<file path="src/rtl/field_line_clear_if.sv">
// Bus bundle for field_line_clear: start/field request and compacted-field result.
interface field_line_clear_if #(
  parameter int ROWS = 20,
  parameter int COLS = 20,
  parameter int CW   = 5
);
  logic                   start;
  logic [ROWS*COLS-1:0]   field_in;
  logic [ROWS*COLS-1:0]   field_out;
  logic                   busy;
  logic                   done;
  logic [CW-1:0]          lines_cleared;
  logic [15:0]            total_lines;
  logic [19:0]            score;

  modport master (
    output start, field_in,
    input  field_out, busy, done, lines_cleared, total_lines, score
  );

  modport slave (
    input  start, field_in,
    output field_out, busy, done, lines_cleared, total_lines, score
  );
endinterface

</file>
<file path="src/rtl/field_line_clear.sv">
// Row-clear engine: removes full rows bottom-up, compacting the field one decision per cycle.
// Optional score accumulator enabled by defining FIELD_LINE_CLEAR_SCORE_EN.
module field_line_clear #(
  parameter int ROWS = 20,
  parameter int COLS = 20,
  parameter int CW   = 5
) (
  input  logic              clk,
  input  logic              reset,
  field_line_clear_if.slave bus
);
  localparam int W = ROWS * COLS;

  typedef enum logic [0:0] {
    IDLE = 1'b0,
    SCAN = 1'b1
  } state_t;

  state_t         state_q, state_d;
  logic [W-1:0]   work_q, work_d;
  logic [W-1:0]   field_out_q, field_out_d;
  logic [CW-1:0]  r_q, r_d;
  logic [CW-1:0]  k_q, k_d;
  logic [CW-1:0]  lines_q, lines_d;
  logic [15:0]    total_q, total_d;
  logic           busy_q, busy_d;
  logic           done_q, done_d;

  logic [COLS-1:0] row_cur;
  logic            row_full;
  logic [W-1:0]    work_shifted;

  // Row currently under examination and its full flag
  always_comb begin
    row_cur  = work_q[int'(r_q)*COLS +: COLS];
    row_full = &row_cur;
  end

  // Drop row r: rows 1..r take the row above, row 0 refills with zeros
  always_comb begin
    work_shifted = {W{1'b0}};
    for (int i = 1; i < ROWS; i++) begin
      if (i <= int'(r_q)) begin
        work_shifted[i*COLS +: COLS] = work_q[(i-1)*COLS +: COLS];
      end else begin
        work_shifted[i*COLS +: COLS] = work_q[i*COLS +: COLS];
      end
    end
  end

  // Next-state and datapath decisions
  always_comb begin
    state_d     = state_q;
    work_d      = work_q;
    field_out_d = field_out_q;
    r_d         = r_q;
    k_d         = k_q;
    lines_d     = lines_q;
    total_d     = total_q;
    busy_d      = busy_q;
    done_d      = 1'b0;

    case (state_q)
      IDLE: begin
        if (bus.start) begin
          work_d  = bus.field_in;
          r_d     = CW'(ROWS - 1);
          k_d     = {CW{1'b0}};
          busy_d  = 1'b1;
          state_d = SCAN;
        end else begin
          busy_d  = 1'b0;
        end
      end
      SCAN: begin
        if (row_full) begin
          // Same index is re-examined since a new row has dropped into it
          work_d = work_shifted;
          k_d    = k_q + {{(CW-1){1'b0}}, 1'b1};
        end else if (r_q != {CW{1'b0}}) begin
          r_d    = r_q - {{(CW-1){1'b0}}, 1'b1};
        end else begin
          field_out_d = work_q;
          lines_d     = k_q;
          total_d     = total_q + 16'(k_q);
          done_d      = 1'b1;
          busy_d      = 1'b0;
          state_d     = IDLE;
        end
      end
      default: begin
        state_d = IDLE;
        busy_d  = 1'b0;
      end
    endcase
  end

  // State and datapath registers
  always_ff @(posedge clk) begin
    if (reset) begin
      state_q     <= IDLE;
      work_q      <= {W{1'b0}};
      field_out_q <= {W{1'b0}};
      r_q         <= {CW{1'b0}};
      k_q         <= {CW{1'b0}};
      lines_q     <= {CW{1'b0}};
      total_q     <= 16'd0;
      busy_q      <= 1'b0;
      done_q      <= 1'b0;
    end else begin
      state_q     <= state_d;
      work_q      <= work_d;
      field_out_q <= field_out_d;
      r_q         <= r_d;
      k_q         <= k_d;
      lines_q     <= lines_d;
      total_q     <= total_d;
      busy_q      <= busy_d;
      done_q      <= done_d;
    end
  end

`ifdef FIELD_LINE_CLEAR_SCORE_EN
  logic [19:0] score_q, score_d;
  logic [20:0] score_sum;

  function automatic logic [19:0] score_pts(input logic [CW-1:0] k);
    logic [31:0] kk;
    kk = 32'(k);
    case (kk)
      32'd0:   score_pts = 20'd0;
      32'd1:   score_pts = 20'd40;
      32'd2:   score_pts = 20'd100;
      32'd3:   score_pts = 20'd300;
      default: score_pts = 20'd1200;
    endcase
  endfunction

  // Saturating score update on the completing edge
  always_comb begin
    score_sum = {1'b0, score_q} + {1'b0, score_pts(k_q)};
    score_d   = score_q;
    if (done_d) begin
      score_d = score_sum[20] ? 20'hFFFFF : score_sum[19:0];
    end else begin
      score_d = score_q;
    end
  end

  // Score register
  always_ff @(posedge clk) begin
    if (reset) begin
      score_q <= 20'd0;
    end else begin
      score_q <= score_d;
    end
  end

  assign bus.score = score_q;
`else
  assign bus.score = 20'd0;
`endif

  assign bus.field_out     = field_out_q;
  assign bus.lines_cleared = lines_q;
  assign bus.total_lines   = total_q;
  assign bus.busy          = busy_q;
  assign bus.done          = done_q;

endmodule

</file>
<file path="src/flat_wrapper.sv">
// flat-port wrapper written by rule: the top's interface ports become plain ports
module field_line_clear_flat 
#(
  parameter int ROWS = 20,
  parameter int COLS = 20,
  parameter int CW   = 5
)
  (clk, reset, bus_start, bus_field_in, bus_field_out, bus_busy, bus_done, bus_lines_cleared, bus_total_lines, bus_score);
  field_line_clear_if #(.ROWS(ROWS), .COLS(COLS), .CW(CW)) bus_i ();
  input  logic clk;
  input  logic reset;
  input wire logic [$bits(bus_i.start)-1:0] bus_start;
  input wire logic [$bits(bus_i.field_in)-1:0] bus_field_in;
  output wire logic [$bits(bus_i.field_out)-1:0] bus_field_out;
  output wire logic [$bits(bus_i.busy)-1:0] bus_busy;
  output wire logic [$bits(bus_i.done)-1:0] bus_done;
  output wire logic [$bits(bus_i.lines_cleared)-1:0] bus_lines_cleared;
  output wire logic [$bits(bus_i.total_lines)-1:0] bus_total_lines;
  output wire logic [$bits(bus_i.score)-1:0] bus_score;
  assign bus_i.start = bus_start;
  assign bus_i.field_in = bus_field_in;
  assign bus_field_out = bus_i.field_out;
  assign bus_busy = bus_i.busy;
  assign bus_done = bus_i.done;
  assign bus_lines_cleared = bus_i.lines_cleared;
  assign bus_total_lines = bus_i.total_lines;
  assign bus_score = bus_i.score;
  field_line_clear #(.ROWS(ROWS), .COLS(COLS), .CW(CW)) u_core (.clk(clk), .reset(reset), .bus(bus_i));
endmodule
</file>
<file path="config.mk">
export PLATFORM = sky130hd
export DESIGN_NAME = field_line_clear_flat
export DESIGN_NICKNAME = d
export VERILOG_FILES = /design/src/rtl/field_line_clear_if.sv /design/src/rtl/field_line_clear.sv /design/src/flat_wrapper.sv
export SDC_FILE = /design/constraint.sdc
export NUM_CORES = 2
export LEC_CHECK = 0
export CORE_AREA = 8 8 324 326
export CTS_CLUSTER_SIZE = 12
export DETAILED_ROUTE_END_ITERATION = 8
export DIE_AREA = 0 0 332 334
export PLACE_DENSITY_LB_ADDON = 0.25
export SYNTH_ARGS = -nofsm -noshare
export SYNTH_HDL_FRONTEND = slang
export SYNTH_SLANG_ARGS = --single-unit
</file>
<file path="constraint.sdc">
create_clock -name clk -period 7.2 [get_ports clk]
set_input_delay 1.08 -clock clk [delete_from_list [all_inputs] [get_ports clk]]
set_output_delay 1.08 -clock clk [all_outputs]
set_load 0.005 [all_outputs]
</file>
==> flow_metrics.env <==
export IMPL_outcome="finished clean"
export IMPL_max_freq_mhz=190
export IMPL_nFillCells=9600
export IMPL_die_area_um2=111000
export IMPL_worst_ep_arrival_time_ns=5.75
export IMPL_power_per_cell_area_nw_per_um2=246
export IMPL_cts_tree="built"
export IMPL_cp_num_buf_inv=3
export IMPL_slew_headroom=0.179
export IMPL_hold_ws_ns=0.451
export IMPL_rsz0062_at_grt="false"
export IMPL_postCtsSetupBuffers=0
export IMPL_final_setup_viol_count=0
export IMPL_regToRegStartpoint="u_core.r_q[0]$_SDFFE_PP0P_"
export IMPL_wl_met1_um=69000
export IMPL_skew_ns=0.0220
export IMPL_die_w_um=332
export IMPL_wl_met3_um=12200
export IMPL_antenna_found_initial=43
export IMPL_post_route_period_util=0.730
export IMPL_yosysTopAreaCell="dfxtp_1"
export IMPL_drtIter0Drc=3360
export IMPL_peakVddDrop_mv=0.168
export IMPL_syn_to_final_growth_pct=32.3
export IMPL_hold_viol_final=0
export IMPL_synth_top_area_share=0.448
export IMPL_p_comb_frac=0.162
export IMPL_p_seq_frac=0.443
export IMPL_synth_area_per_cell_um2=8.69
export IMPL_place_ws_ns=2.08
export IMPL_cts_resized_gates=0
export IMPL_syn_cell_area_um2=37300
export IMPL_place_congestion=0.899
export IMPL_min_path_type="reg -> reg"
export IMPL_clockBufferDepth=3
export IMPL_pwr_share_clk=0.396
export IMPL_start_util=0.374
export IMPL_report_power_total_w=0.0121
export IMPL_ys_seq_area_frac=0.448
export IMPL_portBuffers=825
export IMPL_synth_warnings=0
export IMPL_synthDistinctLibCells=53
export IMPL_switchingPower_w=0.00358
export IMPL_drc=0
export IMPL_grt_pass1_wl_um=242000
export IMPL_hold_path_startpoint="u_core.bus.field_out[281]$_SDFFE_PP0P_"
export IMPL_place_hpwl_um=127000
export IMPL_highest_layer="met5"
export IMPL_grt_overflow_total=0
export IMPL_clkTransAtPathRegs_ns=0.06
export IMPL_final_common_cell="nand2_1"
export IMPL_critPathKind="reg -> reg"
export IMPL_synthFlopType="dfxtp_1"
export IMPL_grt_max_degree=188
export IMPL_cp_top_family="simple AND/OR/NAND/NOR gates"
export IMPL_core_area_um2=99600
export IMPL_critPathMaxFanout=59
export IMPL_ios=846
export IMPL_fin_cells=6294
export IMPL_insertion_delay_ns=0.67
export IMPL_synth_cells=4288
export IMPL_synth_seq_cells=834
export IMPL_dr_pass1_iters=7
export IMPL_cp_start_kind="flip-flop"
export IMPL_cts_buffers_inserted=93
export IMPL_p_leak_nw=17.4
export IMPL_worst_slew_pin_transition_ns=1.23
export IMPL_finalSetupTns_ns=0
export IMPL_met2WireLength_um=82900
export IMPL_grt_use_total=0.291
export IMPL_synth_edf_count=0
export IMPL_switching_share=0.295
export IMPL_async_flop_share=0
export IMPL_ctsHoldBuffers=0
export IMPL_drt_wl_total_um=172000
export IMPL_crit_slowest_cell="dfxtp_4"
export IMPL_startpoint="u_core.r_q[0]$_SDFFE_PP0P_"
export IMPL_crit_path_end_kind="flip-flop"
export IMPL_period_needed_ns=5.25
export IMPL_cap_violations=0
export IMPL_drive_gt1_frac=0.0797
export IMPL_drt_wirelength_per_cell_um=27.3
export IMPL_cp_slowest_stage_delay_ns=0.88
export IMPL_vias=34645
export IMPL_layout_common_cells="nand2_1 (875), dfxtp_1 (832), clkdlybuf4s50_1 (824)"
export IMPL_htreeDepth=3
export IMPL_setup_slack_ns=1.95
export IMPL_fp_row_count=116
export IMPL_yosys_top_cells_area="dfxtp_1 (45%), mux2i_1 (15%), nand2_1 (8.8%)"
export IMPL_clockRootBuffer="clkbuf_16"
export IMPL_clock_sinks=834
export IMPL_cp_required_ns=7.70
export IMPL_viasPerCell=5.50
export IMPL_drtAntennaViolNets=0
export IMPL_grt_pass1_vias=33494
export IMPL_nNetsFinal=5304
export IMPL_p_int_w=0.00856
export IMPL_placedCellCount=6092
export IMPL_finalMaxSlewViolations=0
export IMPL_die_height_um=334
export IMPL_path_cells="buf_12 > buf_12 > mux2i_1 > o22ai_1 > o21ai_0 > nand3_1 > nand4_1 > nor3_2 > nand3_1 > nand2_2 > buf_4 > a221oi_2"
[synthesized netlist by cell type, types with 4 or more instances]
| cell type | number |
|---|---|
| nand2_1 | 877 |
| dfxtp_1 | 834 |
| mux2i_1 | 541 |
| a21oi_1 | 459 |
| nor2_1 | 357 |
| clkbuf_1 | 224 |
| a211oi_1 | 214 |
| buf_2 | 121 |
| o22ai_1 | 100 |
| o21ai_0 | 92 |
| mux2_2 | 83 |
| nand3_1 | 52 |
| a211oi_2 | 50 |
| inv_1 | 50 |
| or3_1 | 44 |
| buf_4 | 38 |
| a221oi_2 | 29 |
| a221oi_1 | 11 |
| ha_1 | 11 |
| nand4_1 | 10 |
| nor3_1 | 9 |
| nor2b_1 | 8 |
| o31ai_1 | 7 |
| or4_1 | 7 |
| buf_6 | 5 |
| o31ai_2 | 5 |
| buf_1 | 4 |
| o41ai_4 | 4 |
[worst register-to-register path, delay by kind of cell (launching register included)]
| family | cells | cell delay (ns) |
|---|---|---|
| simple gates | 5 | 2.34 |
| compound gates | 3 | 0.50 |
| buf+inv | 3 | 1.22 |
| flops | 1 | 0.88 |
| mux | 1 | 0.13 |
[path summary, 6_finish.rpt]
kind,endpoint,slack (ns),cells past startpoint
min,u_core.bus.field_out[281]$_SDFFE_PP0P_,0.45,2
max reg2reg,u_core.work_q[99]$_SDFFE_PP0P_,1.95,12
max,u_core.work_q[99]$_SDFFE_PP0P_,1.95,12
min reg2reg,u_core.bus.field_out[281]$_SDFFE_PP0P_,0.45,2
[state kept, by name, summed over array words and instances (netlist names)]
| signal | flops |
|---|---|
| u_core.bus.field_out | 400 |
| u_core.work_q | 400 |
| u_core.bus.total_lines | 16 |
| u_core.bus.lines_cleared | 5 |
| u_core.k_q | 5 |
| u_core.r_q | 5 |
| u_core.bus.busy | 1 |
| u_core.bus.done | 1 |
| u_core.state_q | 1 |
[per-stage QoR]
stage                util  area (um^2)
floorplan               -        37300
global placement    0.464        46200
detailed placement  0.464        46200
CTS                 0.494        49200
global route        0.495        49300
finish              0.495        49300
[cell families after synthesis]
logic type / Yosys count / share of synthesized area
XOR/XNOR: 3 / 0.000705
AO/OA/AOI/OAI: 992 / 0.176
multiplexers: 624 / 0.170
flip-flops: 834 / 0.448
AND/OR/NAND/NOR: 1380 / 0.148
adder cells (fa/ha/maj): 12 / 0.00423
buffers and inverters: 442 / 0.0534
other: 1 / 0.000101
[per-layer routing]
metal  track usage  vias to the layer above
met5             0                        -
met4         0.138                       10
met3        0.0614                      287
met2         0.491                     1436
met1         0.353                    16744
li1              -                    16168
[area by class of cell]
cell class | instances | area (um^2) | share of cell area
sequential | 834 | 16700 | 0.339
clock buffer | 141 | 2830 | 0.0575
antenna | 39 | 97.6 | 0.00198
timing repair buffer | 879 | 8870 | 0.180
inverter | 50 | 188 | 0.00381
clock inverter | 22 | 201 | 0.00409
multi-input combinational | 3031 | 18800 | 0.381
tap | 1298 | 1620 | 0.0329
[power groups by stage]
| stage | logic [W] | clock network [W] | registers [W] |
|---|---|---|---|
| after floorplan | 0.00128 | 0 | 0.00515 |
| final | 0.00196 | 0.00480 | 0.00537 |
| after detailed placement | 0.00195 | 0 | 0.00546 |
| after global placement | 0.00193 | 0 | 0.00547 |
| after global routing | 0.00211 | 0.00507 | 0.00538 |
| after CTS | 0.00195 | 0.00488 | 0.00536 |
Power figures use the tool's default switching activity.
